<file path="config.mk">
export PLATFORM = sky130hd
export DESIGN_NAME = nn_vote_classifier
export DESIGN_NICKNAME = d
export VERILOG_FILES = /design/src/rtl/nn_vote_classifier.sv
export SDC_FILE = /design/constraint.sdc
export NUM_CORES = 1
export LEC_CHECK = 0
export CAP_MARGIN = 25
export CELL_PAD_IN_SITES_DETAIL_PLACEMENT = 0
export CELL_PAD_IN_SITES_GLOBAL_PLACEMENT = 1
export CORE_ASPECT_RATIO = 1.25
export CORE_UTILIZATION = 49
export CTS_BUF_LIST = sky130_fd_sc_hd__clkbuf_4
export CTS_CLUSTER_DIAMETER = 150
export DETAILED_ROUTE_END_ITERATION = 6
export HOLD_SLACK_MARGIN = 0.08
export MAX_ROUTING_LAYER = met4
export PLACE_DENSITY = 0.82
export SLEW_MARGIN = 20
export SYNTH_ARGS = -nofsm -noshare
export SYNTH_HDL_FRONTEND = slang
export SYNTH_SLANG_ARGS = --single-unit
export TNS_END_PERCENT = 100
</file>
<file path="constraint.sdc">
create_clock -name clk -period 3.23 [get_ports clk]
set_input_delay 0.646 -clock clk [delete_from_list [all_inputs] [get_ports clk]]
set_output_delay 0.646 -clock clk [all_outputs]
set_load 0.1 [all_outputs]
</file>
<file path="src/rtl/nn_vote_classifier.sv">
// rtl/nn_vote_classifier.sv - windowed hit-count vote over an 8-output activation vector
// Counts per-output hits over WINDOW samples, then resolves the argmax with a sequential scan.
module nn_vote_classifier #(
  parameter int WINDOW = 16,
  parameter int CNT_W  = 5
) (
  input  logic             clk,
  input  logic             rst_n,
  input  logic             ena,
  input  logic             start,
  input  logic [7:0]       act_in,
  input  logic             act_valid,
  output logic             busy,
  output logic             result_valid,
  output logic [2:0]       class_idx,
  output logic [CNT_W-1:0] class_cnt,
  output logic             tie
);

  typedef enum logic [1:0] {S_IDLE, S_ACCUM, S_RESOLVE, S_DONE} state_t;

  localparam logic [CNT_W-1:0] CNT_MAX     = '1;
  localparam logic [CNT_W-1:0] LAST_SAMPLE = CNT_W'(WINDOW - 1);

  state_t           state_q, state_d;
  logic [CNT_W-1:0] cnt_q [8];
  logic [CNT_W-1:0] cnt_d [8];
  logic [CNT_W-1:0] sample_cnt_q, sample_cnt_d;
  logic [3:0]       scan_idx_q, scan_idx_d;
  logic [CNT_W-1:0] best_q, best_d;
  logic [2:0]       best_idx_q, best_idx_d;
  logic             tie_r_q, tie_r_d;
  logic [2:0]       class_idx_q, class_idx_d;
  logic [CNT_W-1:0] class_cnt_q, class_cnt_d;
  logic             tie_q, tie_d;
  logic [CNT_W-1:0] cur_cnt;

  assign cur_cnt = cnt_q[scan_idx_q[2:0]];

  always_comb begin
    state_d      = state_q;
    sample_cnt_d = sample_cnt_q;
    scan_idx_d   = scan_idx_q;
    best_d       = best_q;
    best_idx_d   = best_idx_q;
    tie_r_d      = tie_r_q;
    class_idx_d  = class_idx_q;
    class_cnt_d  = class_cnt_q;
    tie_d        = tie_q;
    for (int i = 0; i < 8; i++) cnt_d[i] = cnt_q[i];

    if (ena) begin
      unique case (state_q)
        S_IDLE: begin
          if (start) begin
            for (int i = 0; i < 8; i++) cnt_d[i] = '0;
            sample_cnt_d = '0;
            state_d      = S_ACCUM;
          end
        end
        S_ACCUM: begin
          if (act_valid) begin
            for (int i = 0; i < 8; i++) begin
              if (act_in[i] && cnt_q[i] != CNT_MAX) cnt_d[i] = cnt_q[i] + 1'b1;
            end
            sample_cnt_d = sample_cnt_q + 1'b1;
            if (sample_cnt_q == LAST_SAMPLE) begin
              state_d    = S_RESOLVE;
              scan_idx_d = '0;
            end
          end
        end
        S_RESOLVE: begin
          // idx 0..7 compare one counter each; idx 8 publishes the settled best regs.
          if (scan_idx_q[3]) begin
            class_idx_d = best_idx_q;
            class_cnt_d = best_q;
            tie_d       = tie_r_q;
            state_d     = S_DONE;
          end else begin
            if (scan_idx_q == 4'd0) begin
              best_d     = cur_cnt;
              best_idx_d = 3'd0;
              tie_r_d    = 1'b0;
            end else if (cur_cnt > best_q) begin
              best_d     = cur_cnt;
              best_idx_d = scan_idx_q[2:0];
              tie_r_d    = 1'b0;
            end else if (cur_cnt == best_q) begin
              tie_r_d = 1'b1;
            end
            scan_idx_d = scan_idx_q + 4'd1;
          end
        end
        S_DONE: state_d = S_IDLE;
        default: state_d = S_IDLE;
      endcase
    end
  end

  always_ff @(posedge clk or negedge rst_n) begin
    if (!rst_n) begin
      state_q      <= S_IDLE;
      sample_cnt_q <= '0;
      scan_idx_q   <= '0;
      best_q       <= '0;
      best_idx_q   <= '0;
      tie_r_q      <= 1'b0;
      class_idx_q  <= '0;
      class_cnt_q  <= '0;
      tie_q        <= 1'b0;
      for (int i = 0; i < 8; i++) cnt_q[i] <= '0;
    end else begin
      state_q      <= state_d;
      sample_cnt_q <= sample_cnt_d;
      scan_idx_q   <= scan_idx_d;
      best_q       <= best_d;
      best_idx_q   <= best_idx_d;
      tie_r_q      <= tie_r_d;
      class_idx_q  <= class_idx_d;
      class_cnt_q  <= class_cnt_d;
      tie_q        <= tie_d;
      for (int i = 0; i < 8; i++) cnt_q[i] <= cnt_d[i];
    end
  end

  assign busy         = (state_q != S_IDLE);
  assign result_valid = (state_q == S_DONE);
  assign class_idx    = class_idx_q;
  assign class_cnt    = class_cnt_q;
  assign tie          = tie_q;

endmodule

</file>
# [Yosys cells after proc, flatten, opt, wreduce, memory -nomap -nowiden]
# Index checks and enable logic that the tools add are counted.
# W data, S select, Z words.
[totals] inputBits=13 wordCells=121 reg_bits=69 output_inout_bits=11
[classes] order_cmp=2 n_mux=33 n_reduce_logical=30 n_addsub=10 n_eq_ne=26 bitwise=2
[op_table] operator="$mux W40" count=2
[op_table] operator="$pmux W40 S2" count=1
[op_table] operator="$mux W5" count=14
[op_table] operator="$reduce_and A5 Y1" count=10
[op_table] operator="$add A5 B1 Y5 const B" count=9
[op_table] operator="$ne A5 B5 Y1 const B" count=8
[op_table] operator="$ne A2 B2 Y1 const B" count=13
[op_table] operator="$reduce_and A4 Y1" count=4
[op_table] operator="$bmux W5 S3" count=1
[op_table] operator="$mux W4" count=3
[op_table] operator="$pmux W5 S2" count=1
[op_table] operator="$logic_and A1 B1 Y1" count=8
[op_table] operator="$mux W2" count=4
[op_table] operator="$pmux W2 S4" count=1
[op_table] operator="$pmux W4 S2" count=1
[op_table] operator="$reduce_bool A2 Y1" count=4
[op_table] operator="$mux W3" count=2
[op_table] operator="$eq A5 B4 Y1 const B" count=1
[op_table] operator="$eq A5 B5 Y1" count=1
[op_table] operator="$gt A5 B5 Y1" count=1
[op_table] operator="$add A4 B1 Y4 const B" count=1
[op_table] operator="$eq A2 B2 Y1 const B" count=2
[op_table] operator="$ge A4 B4 Y1 const B" count=1
[op_table] operator="$logic_not A4 Y1" count=1
[op_table] operator="other kinds (7)" count=9

# [Longest topological paths before layout]
[depth] word_depth=8 ltp_mapped=11

# [Worst setup path after synthesis]
# No wires, ideal clock.
[synth_timing] path_type="register to register" from="reg scan_idx_q[0]" to="reg best_idx_q[0]" setup_slack_ps=429 n_path_buf=3 synth_period_minus_slack_ps=2801 t_required_ps=3105 arrival_ps=2677 stages_incl_launch_ff=12 path_cell_list="dfrtp_1 buf_6 buf_12 mux4_2 mux2_2 ha_1 and3_1 o21ai_0 a32oi_1 o21a_1 buf_2 mux2_2"
[synth_via] elab_chain_len=7 elab_cells_between_ends=10 cone_classes="order compare: 1; mux: 5; bitwise: 1; reduce/logical: 3"
[synth_lines] element="start, declared" line="29" text="logic [3:0] scan_idx_q, scan_idx_d;"
[synth_lines] element="start signal, assigned" line="116" text="scan_idx_q <= scan_idx_d;"
[synth_lines] element="$not A3 Y4 (not written as such)" line="38" text="assign cur_cnt = cnt_q[scan_idx_q[2:0]];"
[synth_lines] element="$bmux W5 S3" line="38"
[synth_lines] element="$mux W5 (not written as such) (2 in a row)" line="38"
[synth_lines] element="named net cur_cnt[3]" line="36" text="logic [CNT_W-1:0] cur_cnt;"
[synth_lines] element="$gt A5 B5 Y1" line="85" text="end else if (cur_cnt > best_q) begin"
[synth_lines] element="$reduce_bool A2 Y1 (no line)"
[synth_lines] element="$reduce_and A4 Y1 (no line)"
[synth_lines] element="end signal, assigned" line="118" text="best_idx_q <= best_idx_d;"
[synth_lines] element="end, declared" line="31" text="logic [2:0] best_idx_q, best_idx_d;"
# The timed path passes the listed nets, and every way through them passes these cells. The select of a mux whose other input is x is not followed.
# A chain may end at the register's enable or synchronous reset.

# [Worst setup path after layout]
[layout_timing] from="reg scan_idx_q[0]" to="reg best_idx_q[2]"
# Same word-level chain as after synthesis.

==> out/qor.csv <==
metric;value;unit
grt_max_degree;47;
wl;8120;um
critPathKind;reg2reg;
ys_top_cells_by_area;dfrtp_1 43%, ha_1 9.1%, o21ai_0 5.9%, nand2_1 5.5%, mux4_1 4.6%;
via_per_inst;5.79;
outcome;finished, final reports clean;
slowest_stage;mux4_1;
core;0.00784;sq mm
critical_path_arrival;3.34;ns
ant_nets;0;
synth-seq-cells;69;
worst_slack;0.185;ns
tightest_slew;0.642;ns
post-cts-setup-buffers;0;
dp_hpwl;5940;um
cpLargestDelayFamily;multiplexers;
drt_iter0_markers;126;
ios;24;
synth.distinct_cells;32;
mostFrequentLayoutCell;dfrtp_1;
cts_tree;built;
synth_cells;394;
crit_chain;mux4_1, mux2_2, ha_1, and3_1, o21ai_0, a32oi_1, o21a_1, mux2_2;
yosysSeqAreaShare;43.4;%
path_clk_slew;0.12;ns
antenna_found_initial;0;
drtPass1Iterations;4;
fin_cells;514;
cp_max_fo;10;
syn_area_per_cell;10.1;sq um
cts-hold-fix-buffers;0;
crit_top_cell;mux2_2;
overflow;0;
vias;2975;
synthArstFlopShare;100;%
relSlewSlack;57.2;%
yosys_warnings;0;
yosysTopAreaCellShare;43.4;%
ff2ff_setup_slack;0.18;ns
fmax;0.328;GHz
worstSetupStartpointType;flip-flop;
hold_viol;0;
layout.nets;456;
grt_pass1_wl;13700;um
cts_inserted_buffers;9;
drc_errors;0;
setup_tns;0;ns
dieHeight;103;um
clock_latency;0.41;ns
power.density;659;mW/mm^2
initial_core_util;50.7;%
preCtsSetupSlack;0.0835;ns
cts_resized;0;
htreeDepth;3;
gp_congestion;0.823;
synth_top_area_cell;dfrtp_1;
syn_nets;436;
io_buffer_count;23;
p_total;2.91;mW
fin_worst_skew;0.0103;ns
netlist_area;0.00398;sq mm
finalCritPeriodShare;94.3;%
synth_edf_count;0;
drive_above_1_share;13.6;%
slew_violations;0;
synth_flop_cell;dfrtp_1;
row_count;36;
mostFrequentLayoutCells;68 x dfrtp_1, 58 x nand2_1, 47 x o21ai_0, 29 x ha_1, 22 x a21oi_1;
drv_cap;0;
hold_path_class;in2async;
grt_pass1_vias;2833;
wl_per_cell;15.8;um
dp_cells;498;
fillers;715;
ir_drop;439;uV
endpoint_kind;flip-flop;
cts_buffer_depth;2;
cts.sinks;69;
setup_viol;0;
rsz0062_at_grt;false;
layout-area-overhead-vs-synth;11.1;%
fp.dieW;82.6;um
cp.required;3.53;ns
path_buf_inv;0;
min_period;3.05;ns
die-area;0.00848;sq mm
antenna_cells;0;
grt_usage;22.5;%
power_leakage;2.05;nW
slowest_delay;0.59;ns
cts_root_buf;clkbuf_4;
-- worst register-to-register path, cell delays in order, from the launching register on --
cell	delay [ns]
dfrtp_2	0.54
mux4_1	0.60
mux2_2	0.29
ha_1	0.30
and3_1	0.20
o21ai_0	0.09
a32oi_1	0.16
o21a_1	0.36
mux2_2	0.39
-- cells in the mapped netlist, types with 4 or more instances --
cell type / instances
nand4_1: 8
ha_1: 29
a21oi_1: 22
mux4_1: 7
mux2_2: 15
nor2b_1: 9
a22oi_1: 8
o21ai_0: 47
inv_1: 14
and3_1: 11
nand3_1: 4
a32o_1: 8
nor2_1: 11
nand2_1: 58
buf_2: 8
clkbuf_1: 10
dfrtp_1: 69
nand2b_1: 7
nor3_1: 21
a22o_1: 7
-- routing by layer --
layer / wire length (um) / track usage, % / part of all wire, %
met5: 0 / - / 0
met1: 3790 / 28.2 / 47
met3: 306 / 4.60 / 3.8
met2: 3950 / 36.2 / 49
met4: 73 / 7.43 / 0.90
-- cell families after synthesis --
kind of cell	after synthesis	share of synthesized area [%]
compound gates	99	15.2
fa+ha+maj	29	9.13
buf+inv	34	4.06
flops	69	43.4
mux	31	12.5
simple gates	132	15.8
-- final timing paths --
| path | cells after the start | endpoint | start |
|---|---|---|---|
| worst min register to register | 2 | class_cnt[1]$_DFFE_PN0P_ | class_cnt[1]$_DFFE_PN0P_ |
| max in group asynchronous | 2 | scan_idx_q[0]$_DFFE_PN0P_ | rst_n |
| min in group clk | 2 | class_cnt[1]$_DFFE_PN0P_ | class_cnt[1]$_DFFE_PN0P_ |
| worst max register to register | 8 | best_idx_q[2]$_DFFE_PN0P_ | scan_idx_q[0]$_DFFE_PN0P_ |
| worst min-delay path | 1 | state_q[1]$_DFFE_PN0P_ | rst_n |
| worst max-delay path | 8 | best_idx_q[2]$_DFFE_PN0P_ | scan_idx_q[0]$_DFFE_PN0P_ |
-- state kept, by name, summed over array words and instances, names as in the netlist --
name and flops:
state_q 2, best_q 5, tie_r_q 1, tie 1, cnt_q 40, best_idx_q 3, class_idx 3, class_cnt 5
sample_cnt_q 5, scan_idx_q 4
-- cell type report --
type | instances | area [sq um] | area share (%)
Multi-Input combinational cell | 291 | 2090 | 47.4
Sequential cell | 69 | 1730 | 39.1
Timing Repair Buffer | 29 | 268 | 6.06
Tap cell | 95 | 119 | 2.69
Clock inverter | 7 | 90.1 | 2.04
Clock buffer | 9 | 67.6 | 1.53
Inverter | 14 | 52.6 | 1.19
-- per-stage QoR --
stage | hold slack (ns) | utilization [%] | cell area, sq um
2_1_floorplan | 0.350 | - | 3980
3_3_place_gp | 0.468 | 54.3 | 4260
3_5_place_dp | 0.477 | 54.3 | 4260
4_1_cts | 0.211 | 56.4 | 4420
5_1_grt | 0.234 | 56.4 | 4420
6_report | 0.217 | 56.4 | 4420
-- power by group --
group	leakage, nW	internal (mW)	switching [mW]	total (mW)
sequential	0.942	1.01	0.229	1.24
combinational	1.03	0.431	0.599	1.03
clock	0.0817	0.310	0.328	0.637
No activity file was read; power rests on OpenSTA's default activity.
==> variant 1: new RTL, config.mk and constraints unchanged <==
`CNT_W`: 5 -> 6.
--- a/src/rtl/nn_vote_classifier.sv
+++ b/src/rtl/nn_vote_classifier.sv
@@ -2,7 +2,7 @@
 // Counts per-output hits over WINDOW samples, then resolves the argmax with a sequential scan.
 module nn_vote_classifier #(
   parameter int WINDOW = 16,
-  parameter int CNT_W  = 5
+  parameter int CNT_W  = 6
 ) (
   input  logic             clk,
   input  logic             rst_n,
Interface: changed (resized class_cnt); port bits go from 24 to 25. The function was not compared with the original's and may differ.
==> variant 1 against the original RTL <==
  * Combinational power grew 100%
  * Sequential cell count grew 11
  * Total power grew 55%
  * Worst hold slack lost 0.12 ns
  * Fmax grew 0.66%
  * Cell area grew 22%
  * Wire length grew 44%
  * Area after synthesis grew 24%
  * Worst setup slack gained 0.020 ns
==> variant 1: results (changes against the original RTL) <==
stage,metric,value,unit,change
outcome,status,"complete, no violations",,
global_routing,grt.total_usage,25.3,%,+2.8 points
clock_network,clockBufferDepth,2,,unchanged
clock_network,tritoncts,yes,,
critical_path,cp_max_fo,17,,+7
routing,routed_wl,11700,um,+44%
logic_synthesis,syn_nets,527,,+21%
global_routing,grt_antenna_before_repair,0,,unchanged
logic_synthesis,synth-async-reset-ratio,100,%,unchanged
placed_design,placed_cells,626,,+26%
critical_path,slowest_stage,mux4_1,,
clock_network,cts_root_buffer,clkbuf_4,,
finish,final_cells,642,,+25%
clock_network,cts_resized,0,,unchanged
finish,nets,545,,+20%
routing,drt_iter0_drc,182,,+44%
clock_network,cts_buffers,9,,unchanged
job,drv_cap,0,,unchanged
clock_network,clk_latency,0.45,ns,+0.04 ns
logic_synthesis,synth_cell_types,61,,+91%
logic_synthesis,synth_area_per_cell,9.96,sq um,-1.3%
hold_path,hp-class,in2async,,
critical_path,cp_top_family,multiplexers,,
placed_design,dpl.hpwl,8390,um,+41%
placed_design,gp_routability_congestion,0.871,,+5.7%
logic_synthesis,synth_ff_type,dfrtp_1,,
finish,drive_gt1_share,13.2,%,-0.43 points
global_routing,grt_max_degree,53,,+13%
power,leakage,0.00234,uW,+14%
power,vdd_drop_max,329,uV,-25%
sta,slew_headroom,49.2,%,-8.0 points
finish,top_register,cnt_q,,
routing,vias_per_cell,6.18,,+6.8%
logic_synthesis,synth_common_cells,"dfrtp_1 (80), nand2_1 (51), nand3_1 (34)",,
finish,fill_cells,852,,+19%
clock_network,cts.clk_slew.worst_paths,0.14,ns,+0.02 ns
clock_network,cts_max_level,3,,unchanged
logic_synthesis,seq_area_frac_synth,40.8,%,-2.7 points
placed_design,preCtsSetupSlack,0.194,ns,+0.111 ns
finish,antenna-diode-count,0,,unchanged
global_routing,grt_pass1_wl,19900,um,+46%
global_routing,first_global_vias,3934,,+39%
logic_synthesis,yosysWarnings,0,,unchanged
clock_network,cts_setup_buffers,0,,unchanged
logic_synthesis,yosys-top-cells-area,"dfrtp_1 (41%), ha_1 (5.4%), nand2_1 (3.9%), mux4_1 (3.7%), nand3_1 (3.5%)",,
critical_path,critPathMaxStageDelay,0.57,ns,-0.02 ns
global_routing,grt_overflow,0,,unchanged
sta,skew,0.0191,ns,+0.00883 ns
finish,largest_reg_flops,48,,+20%
routing,drt_pass1_iterations,6,,+2
placed_design,portBuffers,24,,+4.3%
## variant 1: cell types whose count changed in the layout (fill, tap and decap cells not counted), sizes merged, moves of 8 or more
cell,before,now
o31ai,0,12
inv,14,25
dfrtp,69,80
a22oi,8,0
ha,29,21
o21ai,47,31
mux2i,3,15
nor3,21,2
nand2b,7,18
nor2b,9,1
nand3,4,35
## variant 1: cell type report
| class | instances | share of cell area, % |
|---|---|---|
| sequential | 80 | 37.0 |
| timing repair buffer | 34 | 6.06 |
| tap | 126 | 2.92 |
| multi-input combinational | 361 | 49.4 |
| clock inverter | 7 | 1.60 |
| inverter | 25 | 1.74 |
| clock buffer | 9 | 1.25 |
## variant 1: where the power goes
part	total, uW	internal, uW	switching, uW
Combinational	2060	894	1170
Sequential	1770	1320	458
Clock	666	307	359
## variant 1: cells by family after synthesis
| kind of cell | count (synthesis) | synth area share, % |
|---|---|---|
| flops | 80 | 40.8 |
| simple gates | 173 | 18.4 |
| compound gates | 121 | 17.0 |
| mux | 46 | 13.7 |
| fa+ha+maj | 21 | 5.35 |
| buf+inv | 52 | 4.84 |
## variant 1: path summary, 6_finish.rpt
path	start	end	slack, ns	cells after the start
max	scan_idx_q[0]	best_q[2]	0.20	8
min	rst_n	class_idx[0]	0.10	1
max reg2reg	scan_idx_q[0]	best_q[2]	0.20	8
min reg2reg	class_cnt[1]	class_cnt[1]	0.49	2
max in group asynchronous	rst_n	cnt_q[41]	2.50	2
min in group clk	class_cnt[1]	class_cnt[1]	0.49	2
## variant 1: metrics by stage
| step | hold WS [ns] | util [%] | cell area (sq um) |
|---|---|---|---|
| 2_1_floorplan | 0.350 | - | 4910 |
| 3_3_place_gp | 0.466 | 54.1 | 5230 |
| 3_5_place_dp | 0.471 | 54.4 | 5250 |
| 4_1_cts | 0.101 | 56.0 | 5410 |
| 5_1_grt | 0.119 | 56.0 | 5410 |
| 6_report | 0.102 | 56.0 | 5410 |
## variant 1: metal layers
layer  GRT usage (%)  vias to the layer above  share of wire, %
met3            4.00                       21               3.4
li1                -                     1891                 -
met5               -                        -                 0
met4            12.9                        0               3.4
met1            31.4                     1972                44
met2            40.1                       86                49
==> variant 2: new RTL, config.mk and constraints unchanged <==
Made on the original files. Register the inputs `ena`, `start`, `act_in` and `act_valid` before use. The logic sees them one clock later.
--- a/src/rtl/nn_vote_classifier.sv
+++ b/src/rtl/nn_vote_classifier.sv
@@ -21,6 +21,18 @@
 
   localparam logic [CNT_W-1:0] CNT_MAX     = '1;
   localparam logic [CNT_W-1:0] LAST_SAMPLE = CNT_W'(WINDOW - 1);
+
+  logic ena_q;
+  logic start_q;
+  logic [7:0] act_q;
+  logic act_valid_q;
+
+  always_ff @(posedge clk) begin
+    ena_q       <= ena;
+    start_q     <= start;
+    act_q       <= act_in;
+    act_valid_q <= act_valid;
+  end
 
   state_t           state_q, state_d;
   logic [CNT_W-1:0] cnt_q [8];
@@ -49,19 +61,19 @@
     tie_d        = tie_q;
     for (int i = 0; i < 8; i++) cnt_d[i] = cnt_q[i];
 
-    if (ena) begin
+    if (ena_q) begin
       unique case (state_q)
         S_IDLE: begin
-          if (start) begin
+          if (start_q) begin
             for (int i = 0; i < 8; i++) cnt_d[i] = '0;
             sample_cnt_d = '0;
             state_d      = S_ACCUM;
           end
         end
         S_ACCUM: begin
-          if (act_valid) begin
+          if (act_valid_q) begin
             for (int i = 0; i < 8; i++) begin
-              if (act_in[i] && cnt_q[i] != CNT_MAX) cnt_d[i] = cnt_q[i] + 1'b1;
+              if (act_q[i] && cnt_q[i] != CNT_MAX) cnt_d[i] = cnt_q[i] + 1'b1;
             end
             sample_cnt_d = sample_cnt_q + 1'b1;
             if (sample_cnt_q == LAST_SAMPLE) begin
Check against the original RTL: not equivalent (Yosys sat finds a counterexample within 4 cycles, from zero or initial values and one cycle with rst_n low).
==> variant 2 against the original RTL <==
  * Sequential cell count is 11 higher
  * Total power is 19% higher
  * Worst setup slack improved by 0.16 ns
  * Wire length is 1.0% higher
  * Critical endpoint is now best_q[3]
  * Critical path type unchanged
  * Cell area is 5.8% higher
  * Cell count grew 4.1%
  * Area after synthesis increased by 7.1%
  * Synthesized cell count up 4.6%
  * Critical path depth rose by 2
==> variant 2: results (changes against the original RTL) <==
stage,metric,value,unit,change
finish,antenna-diode-count,0,,unchanged
logic_synthesis,synth_cell_types,41,,+28%
routing,drt_pass1_iterations,4,,unchanged
clock_network,cts_resized,0,,unchanged
outcome,status,"complete, no violations",,
finish,fill_cells,741,,+3.6%
global_routing,grt_pass1_wl,14300,um,+4.4%
critical_path,rrSetupSlack,0.34,ns,+0.16 ns
global_routing,first_global_vias,2997,,+5.8%
clock_network,ctsHoldBuffers,0,,unchanged
placed_design,gp_routability_congestion,0.857,,+4.1%
finish,nets,475,,+4.2%
critical_path,cp_max_fo,11,,+1
sta,skew,0.0105,ns,+0.000173 ns
sta,min_period,2.89,ns,-0.157 ns
routing,drt_iter0_drc,119,,-5.6%
logic_synthesis,yosysWarnings,0,,unchanged
clock_network,clockBufferDepth,2,,unchanged
logic_synthesis,synth-async-reset-ratio,86.3,%,-14 points
power,vdd_drop_max,305,uV,-31%
clock_network,cts_root_buffer,clkbuf_4,,
logic_synthesis,syn_nets,454,,+4.1%
finish,drive_gt1_share,13.7,%,+0.095 points
critical_path,critPathMaxStageDelay,0.59,ns,about the same
clock_network,cts_max_level,3,,unchanged
routing,drc,0,,unchanged
global_routing,grt_max_degree,42,,-11%
critical_path,slowest_stage,mux4_1,,
logic_synthesis,synth_common_cells,"dfrtp_1 (69), nand2_1 (60), o21ai_0 (32)",,
sta,slew_headroom,42.9,%,-14 points
clock_network,cts.clk_slew.worst_paths,0.12,ns,about the same
global_routing,grt_antenna_before_repair,0,,unchanged
hold_path,hp-class,in2async,,
critical_path,arrival,3.22,ns,-0.12 ns
placed_design,preCtsSetupSlack,0.202,ns,+0.119 ns
global_routing,grt.total_usage,21.1,%,-1.4 points
routing,routedWlPerCell,15.3,um,-3.0%
logic_synthesis,yosys-top-cells-area,"dfrtp_1 (41%), ha_1 (8.5%), nand2_1 (5.3%), dfxtp_1 (5.2%), o21ai_0 (3.8%)",,
clock_network,cts_setup_buffers,0,,unchanged
power,leakage,0.00217,uW,+6.0%
logic_synthesis,seq_area_frac_synth,45.7,%,+2.3 points
finish,layout_top_registers,"cnt_q: 40 flops, act_q: 8 flops",,
placed_design,portBuffers,23,,unchanged
critical_path,cp_top_family,multiplexers,,
placed_design,dpl.hpwl,5900,um,-0.60%
clock_network,cts_buffers,9,,unchanged
routing,vias,3065,,+3.0%
clock_network,clk_latency,0.44,ns,+0.03 ns
variant 2: logic make-up (layout without fill, tap and decap cells):
family | after synthesis | after routing | synth area share (%)
AND/OR/NAND/NOR | 146 | 146 | 16.5
AO/OA/AOI/OAI | 97 | 97 | 14.1
flip-flops | 80 | 80 | 45.7
adder cells (fa/ha/maj) | 29 | 29 | 8.52
buffers and inverters | 31 | 57 | 3.96
multiplexers | 29 | 29 | 11.2
variant 2: through the flow:
step | util, % | cells | instance area (sq um) | hold WS (ns) | total power, uW
after floorplan | - | 412 | 4260 | 0.350 | 2530
after global placement | 54.2 | 519 | 4520 | 0.462 | 2780
after detailed placement | 54.2 | 519 | 4520 | 0.472 | 2820
after CTS | 56.1 | 535 | 4670 | 0.289 | 3480
after global routing | 56.1 | 535 | 4670 | 0.305 | 3730
final | 56.1 | 535 | 4670 | 0.274 | 3450
variant 2: where the power goes:
group	switching (uW)	total, uW	internal [uW]	leakage [uW]
Combinational	699	1250	556	0.00107
Clock	341	667	326	0.0000859
Sequential	307	1530	1220	0.00102
Total	1350	3450	2110	0.00217
variant 2: area by class of cell:
| class | count | area, sq um | share of cell area (%) |
|---|---|---|---|
| Clock buffer | 11 | 82.6 | 1.77 |
| Inverter | 14 | 52.6 | 1.12 |
| Tap cell | 97 | 121 | 2.60 |
| Clock inverter | 5 | 72.6 | 1.55 |
| Multi-Input combinational cell | 301 | 2140 | 45.9 |
| Timing Repair Buffer | 27 | 253 | 5.41 |
| Sequential cell | 80 | 1950 | 41.7 |
variant 2: per-layer routing:
layer / track usage (%) / share of wire [%]
met3: 3.11 / 2.1
met1: 26.2 / 48
met2: 33.5 / 48
met5: - / 0
met4: 11.2 / 2.5
variant 2: path summary, 6_finish.rpt:
check / from / to / depth (start not counted)
hold reg to reg: class_cnt[3] / class_cnt[3] / 2
hold / removal: rst_n / state_q[0] / 1
max in group asynchronous: rst_n / cnt_q[2] / 2
min in group clk: class_cnt[3] / class_cnt[3] / 2
setup / recovery: scan_idx_q[0] / best_q[3] / 10
setup reg to reg: scan_idx_q[0] / best_q[3] / 10
variant 2: worst reg2reg max path: cells and delay by family (launching register included):
family	cells	cell delay (ns)
buffers and inverters	1	0.20
flip-flops	1	0.57
AO/OA/AOI/OAI	3	0.47
AND/OR/NAND/NOR	3	0.37
adder cells (fa/ha/maj)	1	0.28
multiplexers	2	0.90
